--- config.mk ---
export PLATFORM = sky130hd
export DESIGN_NAME = ovl_delta_stim
export DESIGN_NICKNAME = d
export VERILOG_FILES = /design/src/rtl/ovl_delta_stim.sv
export SDC_FILE = /design/constraint.sdc
export NUM_CORES = 1
export LEC_CHECK = 0
export CAP_MARGIN = 10
export CELL_PAD_IN_SITES_DETAIL_PLACEMENT = 1
export CELL_PAD_IN_SITES_GLOBAL_PLACEMENT = 1
export CORE_UTILIZATION = 44
export DETAILED_ROUTE_END_ITERATION = 8
export GPL_ROUTABILITY_DRIVEN = 0
export PLACE_DENSITY = 0.78
export SETUP_SLACK_MARGIN = 0.1
export SLEW_MARGIN = 5
export SYNTH_ARGS = -nofsm -noshare
export SYNTH_HDL_FRONTEND = slang
export SYNTH_SLANG_ARGS = --single-unit
--- constraint.sdc ---
create_clock -name clk -period 6.03 [get_ports clk]
set_input_delay 1.5075 -clock clk [delete_from_list [all_inputs] [get_ports clk]]
set_output_delay 1.5075 -clock clk [all_outputs]
set_load 0.01 [all_outputs]
--- src/rtl/ovl_delta_stim.sv ---
// Stimulus source for a bounded-delta checker: emits WIDTH-bit samples whose
// consecutive modular deltas sit inside [min,max], with optional flagged violations.
module ovl_delta_stim #(
    parameter int          WIDTH = 12,
    parameter int          DW    = 3,
    parameter int          CNTW  = 8,
    parameter logic [15:0] SEED  = 16'hACE1
) (
    input  logic             clk,
    input  logic             rst,
    input  logic             start,
    input  logic [DW-1:0]    min,
    input  logic [DW-1:0]    max,
    input  logic             inject,
    input  logic [CNTW-1:0]  len,
    input  logic             ready,
    output logic [WIDTH-1:0] test_expr,
    output logic             valid,
    output logic             expect_fire,
    output logic             busy,
    output logic             done,
    output logic             cfg_err
);

    typedef enum logic [1:0] {
        IDLE = 2'd0,
        RUN  = 2'd1,
        DONE = 2'd2
    } state_t;

    state_t           state_q, state_d;
    logic [WIDTH-1:0] sample_q, sample_d;
    logic             valid_q, valid_d;
    logic             fire_q, fire_d;
    logic             busy_q, busy_d;
    logic             done_q, done_d;
    logic             cfg_err_q, cfg_err_d;
    logic [CNTW-1:0]  cnt_q, cnt_d;
    logic [15:0]      lfsr_q, lfsr_d;
    logic [DW-1:0]    min_q, min_d;
    logic [DW-1:0]    max_q, max_d;
    logic             inject_q, inject_d;
    logic [CNTW-1:0]  len_q, len_d;

    logic [15:0]      lfsr_adv;
    logic [CNTW-1:0]  cnt_inc;
    logic [DW-1:0]    r_val;
    logic [DW-1:0]    span;
    logic             violate;
    logic [DW:0]      step;
    logic [WIDTH-1:0] next_sample;

    // Right-shifting Galois form of x^16+x^14+x^13+x^11+1.
    assign lfsr_adv = {1'b0, lfsr_q[15:1]} ^ (lfsr_q[0] ? 16'hB400 : 16'h0000);
    assign cnt_inc  = cnt_q + CNTW'(1);
    assign r_val    = lfsr_adv[DW-1:0];
    assign span     = max_q - min_q;
    assign violate  = inject_q && (cnt_inc[1:0] == 2'b11);

    always_comb begin
        step = {1'b0, min_q};
        if (violate) begin
            step = {1'b0, max_q} + (DW+1)'(1);
        end else if (r_val <= span) begin
            step = {1'b0, min_q} + {1'b0, r_val};
        end
    end

    // Modular wrap is deliberate: the checker compares differences mod 2^WIDTH.
    assign next_sample = lfsr_adv[15] ? (sample_q - WIDTH'(step)) : (sample_q + WIDTH'(step));

    always_comb begin
        state_d   = state_q;
        sample_d  = sample_q;
        valid_d   = valid_q;
        fire_d    = fire_q;
        busy_d    = busy_q;
        done_d    = 1'b0;
        cfg_err_d = cfg_err_q;
        cnt_d     = cnt_q;
        lfsr_d    = lfsr_q;
        min_d     = min_q;
        max_d     = max_q;
        inject_d  = inject_q;
        len_d     = len_q;
        case (state_q)
            IDLE: begin
                if (start) begin
                    min_d     = min;
                    max_d     = max;
                    inject_d  = inject;
                    len_d     = len;
                    lfsr_d    = SEED;
                    cnt_d     = '0;
                    cfg_err_d = 1'b0;
                    fire_d    = 1'b0;
                    busy_d    = 1'b1;
                    if (min > max) begin
                        cfg_err_d = 1'b1;
                        done_d    = 1'b1;
                        state_d   = DONE;
                    end else if (len == '0) begin
                        done_d  = 1'b1;
                        state_d = DONE;
                    end else begin
                        sample_d = WIDTH'(SEED);
                        valid_d  = 1'b1;
                        state_d  = RUN;
                    end
                end
            end
            RUN: begin
                if (valid_q && ready) begin
                    cnt_d  = cnt_inc;
                    lfsr_d = lfsr_adv;
                    if (cnt_inc == len_q) begin
                        valid_d = 1'b0;
                        fire_d  = 1'b0;
                        done_d  = 1'b1;
                        state_d = DONE;
                    end else begin
                        sample_d = next_sample;
                        fire_d   = violate;
                    end
                end
            end
            DONE: begin
                busy_d  = 1'b0;
                state_d = IDLE;
            end
            default: begin
                state_d = IDLE;
            end
        endcase
    end

    always_ff @(posedge clk or negedge rst) begin
        if (!rst) begin
            state_q   <= IDLE;
            sample_q  <= '0;
            valid_q   <= 1'b0;
            fire_q    <= 1'b0;
            busy_q    <= 1'b0;
            done_q    <= 1'b0;
            cfg_err_q <= 1'b0;
            cnt_q     <= '0;
            lfsr_q    <= SEED;
            min_q     <= '0;
            max_q     <= '0;
            inject_q  <= 1'b0;
            len_q     <= '0;
        end else begin
            state_q   <= state_d;
            sample_q  <= sample_d;
            valid_q   <= valid_d;
            fire_q    <= fire_d;
            busy_q    <= busy_d;
            done_q    <= done_d;
            cfg_err_q <= cfg_err_d;
            cnt_q     <= cnt_d;
            lfsr_q    <= lfsr_d;
            min_q     <= min_d;
            max_q     <= max_d;
            inject_q  <= inject_d;
            len_q     <= len_d;
        end
    end

    assign test_expr   = sample_q;
    assign valid       = valid_q;
    assign expect_fire = fire_q;
    assign busy        = busy_q;
    assign done        = done_q;
    assign cfg_err     = cfg_err_q;

endmodule

==> reports/metrics.yaml, run 1 <==
drt:
  routed_via_density: 5.53
  antenna_violating_nets_post_route: 0
  drtIter0Drc: 107
  first_pass_iters: 4
  route.vias.total: 2912
  avgRoutedWirePerCell_um: 16.8
  drc: 0
  postRouteWirelength_um: 8840
timing:
  hold_violations: 0
  grt_setup_unrepaired: "no"
  setup_total_negative_slack_ns: 0
  worst-slew-pin-transition_ns: 1.09
  endpoints_failing_setup: 0
  clock-skew-final_ns: 0.0122
  fmaxAchievable_ghz: 0.190
  final_critical_path_required_period_ns: 5.26
  number_of_pins_with_negative_max_slew_slack_in_the_final_report: 0
  timing.slew.headroom_pct: 27.1
  final.period_utilization_pct: 87.3
worst_setup_path:
  timing.reg2reg.setup_slack_ns: 0.77
  crit_arrival_ns: 5.47
  worst-r2r-cell-count: 22
  timing.critical_path.from_type: "register"
  critical_path.endpoint_type: "register"
  critPathKind: "reg -> reg"
  critical_path_data_required_time_ns: 6.24
  r2r-end: "test_expr[11]$_DFFE_PN0P_"
  timing.critical_path.fanout_max: 6
  timing.rr.start: "max_q[0]$_DFFE_PN0P_"
min_path:
  min-delay-start: "cfg_err$_DFFE_PN0P_"
  holdCritPathClass: "reg -> reg"
  holdPathEnd: "cfg_err$_DFFE_PN0P_"
  worst_hold_path.num_cells: 2
global_routing:
  grt_max_degree: 59
  vias_in_the_first_global_route: 3049
  grt_antenna_before_repair: 0
  groute.usage.overall_pct: 23.4
  grt_pass1_wl_um: 15200
  globalRoute.totalOverflow: 0
synth:
  synthesized_cell_area_mm2: 0.00356
  synthesis.area_per_instance_um2: 9.18
  synth_compound_gate_area_share_pct: 18.4
  syn-instance-count: 388
  yosys.cell_types.count: 49
  synthSimpleGateAreaFrac_pct: 16.4
  xor_xnor_portion_of_the_synthesized_cell_area_pct: 6.15
  register_area_share_after_synthesis_pct: 41.0
  combinational_family_with_the_most_area_after_synthesis: "compound AO/OA/AOI/OAI gates"
  synth_fp_nets: 437
  synth_enable_flop_cells: 0
  ys.warnings.count: 0
  synth-seq-cells: 58
  ys_async_sr_fraction_pct: 100
  synth-main-ff-cell: "sky130_fd_sc_hd__dfrtp_1"
  synth_adder_area_share_pct: 11.2
  muxShareOfSynthArea_pct: 1.90
floorplanning:
  io_pins: 36
  die_width_um: 92.0
  die_height_um: 92.0
  starting_utilization_of_the_core_area_pct: 45.8
  die_area_mm2: 0.00846
  core_region_area_mm2: 0.00777
  fp-row-count: 32
placed_design:
  post-dp-hpwl_um: 6370
  number_of_i_o_port_buffers: 35
clocking:
  postCtsHoldBufs: 0
  cts_tree: "built"
  clkTransAtPathRegs_ns: 0.07
  cts_sinks: 58
  postCtsResizedCells: 0
  cts-root-buf: "sky130_fd_sc_hd__clkbuf_8"
  clk-insertion-delay-late_ns: 0.34
  h-tree-depth: 3
  cts_post_setup_buffers_inserted: 0
  cts_made_buffers: 9
  max-clock-path-buffers: 2
cells_and_area:
  layout_cells_sized_above_1_pct: 8.94
  syn_to_final_growth_pct: 17.4
  finalNetCount: 469
  antennaDiodeCount: 0
status:
  status: "finished, final reports clean"
flow_run:
  max_cap_viol_count: 0
-- metal layers --
metal	track usage [%]	part of all wire, %	vias up
li1	-	-	1417
met1	28.3	43	1433
met2	41.9	52	51
met3	4.56	2.8	11
met4	7.03	1.4	0
met5	0	0	-
-- per-stage QoR --
stage	hold WS, ns	instance area [um2]	instances	worst slack (ns)	util [%]
floorplan	0.446	3560	388	1.38	-
global placement	0.465	3980	511	1.09	51.2
detailed placement	0.473	3980	511	0.871	51.2
CTS	0.490	4180	527	0.796	53.8
global route	0.509	4180	527	0.339	53.8
finish	0.486	4180	527	0.768	53.8
-- kinds of logic after synthesis --
logic type | after synthesis
fa+ha+maj | 30
compound gates | 99
flops | 58
xor+xnor | 25
simple gates | 128
mux | 6
buf+inv | 42
-- synth_stat cells, types with 2 or more instances --
cell type / number / area share (%)
sky130_fd_sc_hd__nor2_1: 30 / 3.2
sky130_fd_sc_hd__a21oi_1: 20 / 2.8
sky130_fd_sc_hd__buf_2: 2 / 0.28
sky130_fd_sc_hd__o21ai_0: 29 / 4.1
sky130_fd_sc_hd__a22o_1: 7 / 1.7
sky130_fd_sc_hd__xor2_1: 10 / 2.5
sky130_fd_sc_hd__inv_1: 25 / 2.6
sky130_fd_sc_hd__mux2i_1: 3 / 0.84
sky130_fd_sc_hd__o31ai_1: 3 / 0.63
sky130_fd_sc_hd__nor4_1: 3 / 0.53
sky130_fd_sc_hd__fa_1: 3 / 1.7
sky130_fd_sc_hd__clkbuf_1: 11 / 1.2
sky130_fd_sc_hd__buf_6: 2 / 0.63
sky130_fd_sc_hd__xnor2_1: 15 / 3.7
sky130_fd_sc_hd__nand3_1: 11 / 1.5
sky130_fd_sc_hd__o21ai_1: 3 / 0.42
sky130_fd_sc_hd__and2_1: 4 / 0.70
sky130_fd_sc_hd__mux2_2: 2 / 0.63
sky130_fd_sc_hd__a31o_2: 2 / 0.49
sky130_fd_sc_hd__a21o_1: 6 / 1.3
sky130_fd_sc_hd__a31oi_1: 12 / 2.1
sky130_fd_sc_hd__ha_1: 27 / 9.5
sky130_fd_sc_hd__nand2b_1: 3 / 0.53
sky130_fd_sc_hd__nor3b_1: 3 / 0.63
sky130_fd_sc_hd__o22a_1: 4 / 0.98
sky130_fd_sc_hd__dfrtp_1: 50 / 35
sky130_fd_sc_hd__dfstp_2: 8 / 5.9
sky130_fd_sc_hd__and3_1: 4 / 0.70
sky130_fd_sc_hd__nor3_1: 3 / 0.42
sky130_fd_sc_hd__o221ai_1: 2 / 0.49
sky130_fd_sc_hd__nor2b_1: 3 / 0.53
sky130_fd_sc_hd__o41ai_1: 3 / 0.74
sky130_fd_sc_hd__nand4_1: 2 / 0.35
sky130_fd_sc_hd__nand2_1: 57 / 6.0
sky130_fd_sc_hd__a32oi_1: 2 / 0.49
-- worst max path at each step --
stage | to | slack [ns] | start
after global placement | test_expr[11]$_DFFE_PN0P_ | 1.09 | max_q[0]$_DFFE_PN0P_
after floorplan | test_expr[11]$_DFFE_PN0P_ | 1.38 | max_q[0]$_DFFE_PN0P_
after CTS | test_expr[11]$_DFFE_PN0P_ | 0.80 | max_q[0]$_DFFE_PN0P_
after detailed placement | test_expr[11]$_DFFE_PN0P_ | 0.87 | max_q[0]$_DFFE_PN0P_
after global routing | test_expr[11]$_DFFE_PN0P_ | 0.34 | max_q[0]$_DFFE_PN0P_
final | test_expr[11]$_DFFE_PN0P_ | 0.77 | max_q[0]$_DFFE_PN0P_
-- cell type report --
class                      count  area [um2]
tap                          102         128
timing repair buffer          37         360
inverter                      26        97.6
multi-input combinational    288        1930
sequential                    58        1460
clock buffer                  12         155
fill                         909        3590
clock inverter                 4        50.0
-- registers in the layout (all words and copies together), names as in the netlist --
signal and flops:
valid 1, cnt_q 8, len_q 8, state_q 2, test_expr 12, expect_fire 1, done 1, lfsr_q 16
cfg_err 1, inject_q 1, max_q 3, min_q 3, busy 1
-- cells in the final DEF (no fill, tap or decap), types with 2 or more instances in the layout --
master	instances
sky130_fd_sc_hd__o41ai_1	3
sky130_fd_sc_hd__o21ai_0	29
sky130_fd_sc_hd__dfrtp_1	50
sky130_fd_sc_hd__clkdlybuf4s50_1	34
sky130_fd_sc_hd__clkbuf_8	11
sky130_fd_sc_hd__nand2b_1	3
sky130_fd_sc_hd__nor2b_1	3
sky130_fd_sc_hd__nand2_1	57
sky130_fd_sc_hd__a21o_1	6
sky130_fd_sc_hd__mux2_2	2
sky130_fd_sc_hd__a31o_2	2
sky130_fd_sc_hd__ha_1	27
sky130_fd_sc_hd__and3_1	4
sky130_fd_sc_hd__a32oi_1	2
sky130_fd_sc_hd__fa_1	3
sky130_fd_sc_hd__o22a_1	4
sky130_fd_sc_hd__xnor2_1	15
sky130_fd_sc_hd__nor2_1	30
sky130_fd_sc_hd__xor2_1	10
sky130_fd_sc_hd__and2_1	4
sky130_fd_sc_hd__a22o_1	7
sky130_fd_sc_hd__o221ai_1	2
sky130_fd_sc_hd__nand3_1	11
sky130_fd_sc_hd__nand4_1	2
sky130_fd_sc_hd__inv_1	25
sky130_fd_sc_hd__dfstp_2	8
sky130_fd_sc_hd__nor3_1	3
sky130_fd_sc_hd__o21ai_1	3
sky130_fd_sc_hd__nor3b_1	2
sky130_fd_sc_hd__a21oi_1	20
sky130_fd_sc_hd__nor4_1	3
sky130_fd_sc_hd__mux2i_1	3
sky130_fd_sc_hd__clkinvlp_4	2
sky130_fd_sc_hd__a31oi_1	12
sky130_fd_sc_hd__buf_4	2
sky130_fd_sc_hd__o31ai_1	3
-- worst max-delay path, cell delays in order (launching register included) --
cell and delay [ns]:
sky130_fd_sc_hd__dfrtp_1 0.41, sky130_fd_sc_hd__inv_1 0.09, sky130_fd_sc_hd__ha_1 0.14, sky130_fd_sc_hd__inv_1 0.05, sky130_fd_sc_hd__fa_1 0.37, sky130_fd_sc_hd__xnor2_1 0.15
sky130_fd_sc_hd__xnor2_1 0.14, sky130_fd_sc_hd__ha_1 0.31, sky130_fd_sc_hd__o21ai_0 0.10, sky130_fd_sc_hd__a32oi_1 0.43, sky130_fd_sc_hd__mux2_2 0.39, sky130_fd_sc_hd__a21oi_1 0.25
sky130_fd_sc_hd__and2_1 0.18, sky130_fd_sc_hd__ha_1 0.22, sky130_fd_sc_hd__o21ai_0 0.16, sky130_fd_sc_hd__ha_1 0.33, sky130_fd_sc_hd__a21o_1 0.20, sky130_fd_sc_hd__a21oi_1 0.19
sky130_fd_sc_hd__o221ai_1 0.23, sky130_fd_sc_hd__o41ai_1 0.44, sky130_fd_sc_hd__o21ai_0 0.14, sky130_fd_sc_hd__a21oi_1 0.15, sky130_fd_sc_hd__a31oi_1 0.05
Power of run 1 is left out: the tool's default activity adds up to more than one toggle a clock period on the data nets, which glitch-free logic cannot reach.
==> run 2: changes to the inputs <==
- CORE_MARGIN: not set -> 1
- RECOVER_POWER: not set -> 25
==> run 2 against run 1 <==
The flow now finishes with violations (max-capacitance violations, max-slew violations); flip-flop and latch count unchanged; die area unchanged; critical path type unchanged; utilization about the same; register-to-register slack about the same; highest routed layer unchanged; sequential share of layout area about the same; via count about the same; final cell count unchanged; worst setup slack better by 0.0036 ns; clock skew about the same; wire length down 0.15%; design area about the same; count of clock-buffer cells in the layout unchanged.
==> reports/metrics.yaml, run 2 (synthesis results as in run 1) <==
worst_setup_path:
  worst_path_max_delay_cell: "sky130_fd_sc_hd__o41ai_1"  # unchanged
  critPathMaxStageDelay_ns: 0.44  # about the same
  timing.critical_path.fanout_max: 6  # unchanged
  cp_common_cell: "sky130_fd_sc_hd__ha_1"  # unchanged
  critical_path.endpoint_type: "register"  # unchanged
  critPathKind: "reg -> reg"  # unchanged
  timing.critical_path.cells: "inv_1 > ha_1 > inv_1 > fa_1 > xnor2_1 > xnor2_1 > ha_1 > o21ai_0 > a32oi_1 > mux2_2 > a21oi_1 > and2_1 > ha_1 > o21ai_0 > ha_1 > a21o_1 > a21oi_1 > o221ai_1 > o41ai_1 > o21ai_0 > a21oi_1 > a31oi_1"  # unchanged
  crit_arrival_ns: 5.46  # was 5.47 ns
  critical_path_data_required_time_ns: 6.24  # about the same
  timing.critical_path.from_type: "register"  # unchanged
  worst_path_top_cell_family_by_delay: "compound AO/OA/AOI/OAI gates"  # unchanged
  worstPathBufferInverterCount: 2  # unchanged
clocking:
  postCtsResizedCells: 0  # unchanged
  cts_made_buffers: 9  # unchanged
  clk-insertion-delay-late_ns: 0.34  # about the same
  cts-root-buf: "sky130_fd_sc_hd__clkbuf_8"  # unchanged
  cts_post_setup_buffers_inserted: 0  # unchanged
  postCtsHoldBufs: 0  # unchanged
  cts_tree: "built"  # unchanged
  cts_sinks: 58  # unchanged
  h-tree-depth: 3  # unchanged
  max-clock-path-buffers: 2  # unchanged
  clkTransAtPathRegs_ns: 0.07  # about the same
timing:
  worst-slew-pin-transition_ns: 3.18  # was 1.09 ns
  final.period_utilization_pct: 87.2  # was 87.3%
  hold_violations: 0  # unchanged
  endpoints_failing_setup: 0  # unchanged
  setup_total_negative_slack_ns: 0  # unchanged
  clock-skew-final_ns: 0.0122  # about the same
  final_critical_path_required_period_ns: 5.26  # about the same
  fmaxAchievable_ghz: 0.190  # about the same
  grt_setup_unrepaired: "no"  # unchanged
  number_of_pins_with_negative_max_slew_slack_in_the_final_report: 59  # was 0
  timing.slew.headroom_pct: -112  # was 27.1%
cells_and_area:
  largest_reg_flops: 16  # unchanged
  antennaDiodeCount: 0  # unchanged
  finalNetCount: 469  # unchanged
  final_common_cell: "sky130_fd_sc_hd__nand2_1"  # unchanged
  syn_to_final_growth_pct: 17.3  # was 17.4%
  layout_cells_sized_above_1_pct: 8.71  # was 8.94%
  most_frequent_cells_in_the_layout: "57 x sky130_fd_sc_hd__nand2_1, 50 x sky130_fd_sc_hd__dfrtp_1, 34 x sky130_fd_sc_hd__clkdlybuf4s50_1"  # unchanged
  regMostFlops: "lfsr_q"  # unchanged
placed_design:
  post-dp-hpwl_um: 6370  # unchanged
  number_of_i_o_port_buffers: 35  # unchanged
floorplanning:
  starting_utilization_of_the_core_area_pct: 45.8  # unchanged
  io_pins: 36  # unchanged
  die_height_um: 92.0  # unchanged
  die_area_mm2: 0.00846  # unchanged
  die_width_um: 92.0  # unchanged
  core_region_area_mm2: 0.00777  # unchanged
  fp-row-count: 32  # unchanged
status:
  violated_checks: "max-capacitance violations, max-slew violations"
  status: "finished, violations left"  # was finished, final reports clean
drt:
  antenna_violating_nets_post_route: 0  # unchanged
  avgRoutedWirePerCell_um: 16.8  # about the same
  drc: 0  # unchanged
  routed_via_density: 5.53  # about the same
  drtIter0Drc: 107  # unchanged
  first_pass_iters: 4  # unchanged
  postRouteWirelength_um: 8830  # was 8840 um
  route.vias.total: 2913  # was 2,912
min_path:
  holdCritPathClass: "reg -> reg"  # unchanged
global_routing:
  groute.usage.overall_pct: 23.4  # unchanged
  grt_max_degree: 59  # unchanged
  grt_pass1_wl_um: 15200  # unchanged
  vias_in_the_first_global_route: 3049  # unchanged
  grt_antenna_before_repair: 0  # unchanged
  globalRoute.totalOverflow: 0  # unchanged
flow_run:
  max_cap_viol_count: 1  # was 0
[run 2: cell count changes in the layout (fill, tap and decap cells not counted)]
cell / delta
sky130_fd_sc_hd__buf_4: -1
sky130_fd_sc_hd__clkbuf_1: +1
[run 2: layout make-up]
| class | instances | area [um2] |
|---|---|---|
| Clock inverter | 4 | 50.0 |
| Tap cell | 102 | 128 |
| Inverter | 26 | 97.6 |
| Timing Repair Buffer | 37 | 357 |
| Fill cell | 910 | 3590 |
| Multi-Input combinational cell | 288 | 1930 |
| Clock buffer | 12 | 155 |
| Sequential cell | 58 | 1460 |
[run 2: per-layer routing]
metal / global-route usage (%) / vias to the layer above / share of wire, %
li1: - / 1416 / -
met4: 7.03 / 0 / 1.4
met1: 28.3 / 1434 / 43
met5: 0 / - / 0
met2: 41.9 / 52 / 52
met3: 4.56 / 11 / 3.2
[run 2: metrics by stage]
| stage | util [%] | cells | setup slack [ns] | hold WS (ns) | cell area, um2 |
|---|---|---|---|---|---|
| finish | 53.8 | 527 | 0.772 | 0.486 | 4180 |
| global route | 53.8 | 527 | 0.339 | 0.509 | 4180 |
| CTS | 53.8 | 527 | 0.796 | 0.490 | 4180 |
| detailed placement | 51.2 | 511 | 0.871 | 0.473 | 3980 |
| global placement | 51.2 | 511 | 1.09 | 0.465 | 3980 |
| floorplan | - | 388 | 1.38 | 0.446 | 3560 |
[run 2: path summary, 6_finish.rpt]
kind / startpoint / end / slack (ns) / cells past startpoint
max in group asynchronous: rst / lfsr_q[2]$_DFFE_PN0P_ / 1.92 / 2
setup / recovery: max_q[0]$_DFFE_PN0P_ / test_expr[11]$_DFFE_PN0P_ / 0.77 / 22
min in group asynchronous: rst / test_expr[0]$_DFFE_PN0P_ / 2.31 / 2
setup reg to reg: max_q[0]$_DFFE_PN0P_ / test_expr[11]$_DFFE_PN0P_ / 0.77 / 22
hold reg to reg: cfg_err$_DFFE_PN0P_ / cfg_err$_DFFE_PN0P_ / 0.49 / 2
hold / removal: cfg_err$_DFFE_PN0P_ / cfg_err$_DFFE_PN0P_ / 0.49 / 2
[run 2: worst reg2reg max path, cell delays in order, from the launching register on]
cell                       delay [ns]
sky130_fd_sc_hd__dfrtp_1         0.41
sky130_fd_sc_hd__inv_1           0.09
sky130_fd_sc_hd__ha_1            0.14
sky130_fd_sc_hd__inv_1           0.05
sky130_fd_sc_hd__fa_1            0.37
sky130_fd_sc_hd__xnor2_1         0.15
sky130_fd_sc_hd__xnor2_1         0.14
sky130_fd_sc_hd__ha_1            0.31
sky130_fd_sc_hd__o21ai_0         0.10
sky130_fd_sc_hd__a32oi_1         0.43
sky130_fd_sc_hd__mux2_2          0.39
sky130_fd_sc_hd__a21oi_1         0.25
sky130_fd_sc_hd__and2_1          0.18
sky130_fd_sc_hd__ha_1            0.22
sky130_fd_sc_hd__o21ai_0         0.16
sky130_fd_sc_hd__ha_1            0.33
sky130_fd_sc_hd__a21o_1          0.20
sky130_fd_sc_hd__a21oi_1         0.19
sky130_fd_sc_hd__o221ai_1        0.23
sky130_fd_sc_hd__o41ai_1         0.44
sky130_fd_sc_hd__o21ai_0         0.13
sky130_fd_sc_hd__a21oi_1         0.16
sky130_fd_sc_hd__a31oi_1         0.06
Power of run 2 is left out for the same reason.
==> run 3: changes to the inputs <==
- CORE_UTILIZATION: 44 -> 40
- PLACE_DENSITY: 0.78 -> 0.75
- clock period: 6.03 -> 4.6 ns (I/O delays scaled with it)
==> run 3 against run 2 <==
Critical path depth increased by 2; final cell count increased by 6.6%; fmax is 15% higher; global-route usage down 1.6 points; critical path type unchanged; the run still ends with max-capacitance violations, max-slew violations left; worst hold slack got worse by 0.0087 ns; register-to-register slack got worse by 0.75 ns; die area is 9.8% higher.
==> reports/metrics.yaml, run 3 (synthesis results as in run 1) <==
timing:
  endpoints_failing_setup: 0  # unchanged
  fmaxAchievable_ghz: 0.218  # was 0.190 GHz
  setup_ws_ns: 0.0178  # was 0.772 ns
  final_critical_path_required_period_ns: 4.58  # was 5.26 ns
  clock-skew-final_ns: 0.0106  # was 0.0122 ns
  worst-slew-pin-transition_ns: 1.81  # was 3.18 ns
  timing.slew.headroom_pct: -20.4  # was -112%
  number_of_pins_with_negative_max_slew_slack_in_the_final_report: 35  # was 59
  hold_violations: 0  # unchanged
  grt_setup_unrepaired: "yes"  # was no
  final.period_utilization_pct: 99.6  # was 87.2%
global_routing:
  grt_antenna_before_repair: 0  # unchanged
  vias_in_the_first_global_route: 3201  # was 3,049
  groute.usage.overall_pct: 21.8  # was 23.4%
  grt_max_degree: 35  # was 59
  grt_pass1_wl_um: 15400  # was 15,200 um
  globalRoute.totalOverflow: 0  # unchanged
clocking:
  max-clock-path-buffers: 2  # unchanged
  cts_made_buffers: 9  # unchanged
  cts_tree: "built"  # unchanged
  clk-insertion-delay-late_ns: 0.33  # was 0.34 ns
  h-tree-depth: 3  # unchanged
  cts-root-buf: "sky130_fd_sc_hd__clkbuf_8"  # unchanged
  cts_sinks: 58  # unchanged
  clkTransAtPathRegs_ns: 0.07  # about the same
worst_setup_path:
  critPathMaxStageDelay_ns: 0.40  # was 0.44 ns
  worstPathBufferInverterCount: 3  # was 2
  worst_path_max_delay_cell: "sky130_fd_sc_hd__dfrtp_1"  # was sky130_fd_sc_hd__o41ai_1
  worst_path_top_cell_family_by_delay: "compound AO/OA/AOI/OAI gates"  # unchanged
  cp_common_cell: "sky130_fd_sc_hd__ha_1"  # unchanged
  critPathKind: "reg -> reg"  # unchanged
  timing.critical_path.from_type: "register"  # unchanged
  critical_path.endpoint_type: "register"  # unchanged
  critical_path_data_required_time_ns: 4.83  # was 6.24 ns
  timing.critical_path.fanout_max: 4  # was 6
  timing.critical_path.cells: "inv_2 > ha_4 > inv_2 > fa_2 > xnor2_2 > xnor2_1 > ha_1 > o21ai_2 > a32oi_2 > buf_4 > mux2i_1 > mux2i_1 > nor2_1 > and2_1 > ha_1 > o21ai_1 > ha_1 > a21o_1 > a21oi_2 > o221ai_2 > a31o_2 > a21oi_2 > xor2_1 > o31ai_1"  # was inv_1 > ha_1 > inv_1 > fa_1 > xnor2_1 > xnor2_1 > ha_1 > o21ai_0 > a32oi_1 > mux2_2 > a21oi_1 > and2_1 > ha_1 > o21ai_0 > ha_1 > a21o_1 > a21oi_1 > o221ai_1 > o41ai_1 > o21ai_0 > a21oi_1 > a31oi_1
  crit_arrival_ns: 4.81  # was 5.46 ns
cells_and_area:
  most_frequent_cells_in_the_layout: "56 x sky130_fd_sc_hd__nand2_1, 50 x sky130_fd_sc_hd__dfrtp_1, 33 x sky130_fd_sc_hd__clkdlybuf4s50_1"  # was 57 x sky130_fd_sc_hd__nand2_1, 50 x sky130_fd_sc_hd__dfrtp_1, 34 x sky130_fd_sc_hd__clkdlybuf4s50_1
  final_common_cell: "sky130_fd_sc_hd__nand2_1"  # unchanged
  regMostFlops: "lfsr_q"  # unchanged
  layout_cells_sized_above_1_pct: 21.6  # was 8.71%
  layout.cells.non_filler: 562  # was 527
  syn_to_final_growth_pct: 30.3  # was 17.3%
  finalNetCount: 498  # was 469
  antennaDiodeCount: 0  # unchanged
  largest_reg_flops: 16  # unchanged
status:
  status: "finished, violations left"  # unchanged
  violated_checks: "max-capacitance violations, max-slew violations"  # unchanged
floorplanning:
  core_region_area_mm2: 0.00868  # was 0.00777 mm2
  die_area_mm2: 0.00928  # was 0.00846 mm2
  die_height_um: 96.4  # was 92.0 um
  io_pins: 36  # unchanged
  die_width_um: 96.4  # was 92.0 um
  starting_utilization_of_the_core_area_pct: 41.0  # was 45.8%
  fp-row-count: 34  # was 32
placed_design:
  number_of_i_o_port_buffers: 35  # unchanged
  post-dp-hpwl_um: 6600  # was 6370 um
  preCtsSetupSlack_ns: -0.236  # was 0.871 ns
  dpl.cell_count: 534  # was 511
drt:
  route.vias.total: 3063  # was 2,913
  postRouteWirelength_um: 9610  # was 8830 um
  antenna_violating_nets_post_route: 0  # unchanged
  drtIter0Drc: 141  # was 107
  avgRoutedWirePerCell_um: 17.1  # was 16.8 um
  routed_via_density: 5.45  # was 5.53
  first_pass_iters: 4  # unchanged
  drc: 0  # unchanged
min_path:
  holdCritPathClass: "reg -> reg"  # unchanged
flow_run:
  max_cap_viol_count: 1  # unchanged
## run 3: stage by stage
stage / hold slack, ns / cell area [um2] / util (%) / TNS (ns)
global route: 0.503 / 4640 / 53.4 / -0.695
finish: 0.477 / 4640 / 53.4 / 0
global placement: 0.464 / 4150 / 47.8 / 0
detailed placement: 0.466 / 4150 / 47.8 / -0.623
floorplan: 0.446 / 3600 / - / 0
CTS: 0.480 / 4510 / 52.0 / 0
## run 3: area by class of cell
class | count | area (um2)
multi-input cells | 288 | 2140
inverters | 26 | 97.6
flip-flops and latches | 58 | 1460
clock inverters | 4 | 73.8
well taps | 108 | 135
clock buffers | 12 | 155
repair buffers | 66 | 573
fillers | 1020 | 4040
## run 3: final timing paths
kind | start | cells after the start | slack [ns] | to
max in group asynchronous | rst | 2 | 1.14 | inject_q$_DFFE_PN0P_
max | max_q[0]$_DFFE_PN0P_ | 24 | 0.02 | test_expr[9]$_DFFE_PN0P_
min | inject_q$_DFFE_PN0P_ | 2 | 0.48 | inject_q$_DFFE_PN0P_
min reg2reg | inject_q$_DFFE_PN0P_ | 2 | 0.48 | inject_q$_DFFE_PN0P_
min in group asynchronous | rst | 1 | 1.13 | test_expr[3]$_DFFE_PN0P_
max reg2reg | max_q[0]$_DFFE_PN0P_ | 24 | 0.02 | test_expr[9]$_DFFE_PN0P_
## run 3: layer usage
layer | global-route usage (%) | wire (um) | vias to the layer above
li1 | - | - | 1482
met1 | 27.8 | 4350 | 1522
met2 | 38.2 | 4950 | 51
met3 | 2.69 | 206 | 8
met4 | 7.35 | 100 | 0
met5 | 0 | 0 | -
## run 3: repair_timing
item,CTS,global route
resized for setup,23,19
pin swaps,19,16
buffers inserted,8,4
hold buffers,0,0
endpoints found under the setup margin,6,7
## run 3: worst min-delay path, stage by stage (launching register included)
cell	delay (ns)
sky130_fd_sc_hd__dfrtp_1	0.34
sky130_fd_sc_hd__nand2_1	0.05
sky130_fd_sc_hd__nand2_1	0.05
Power of run 3 is left out for the same reason.
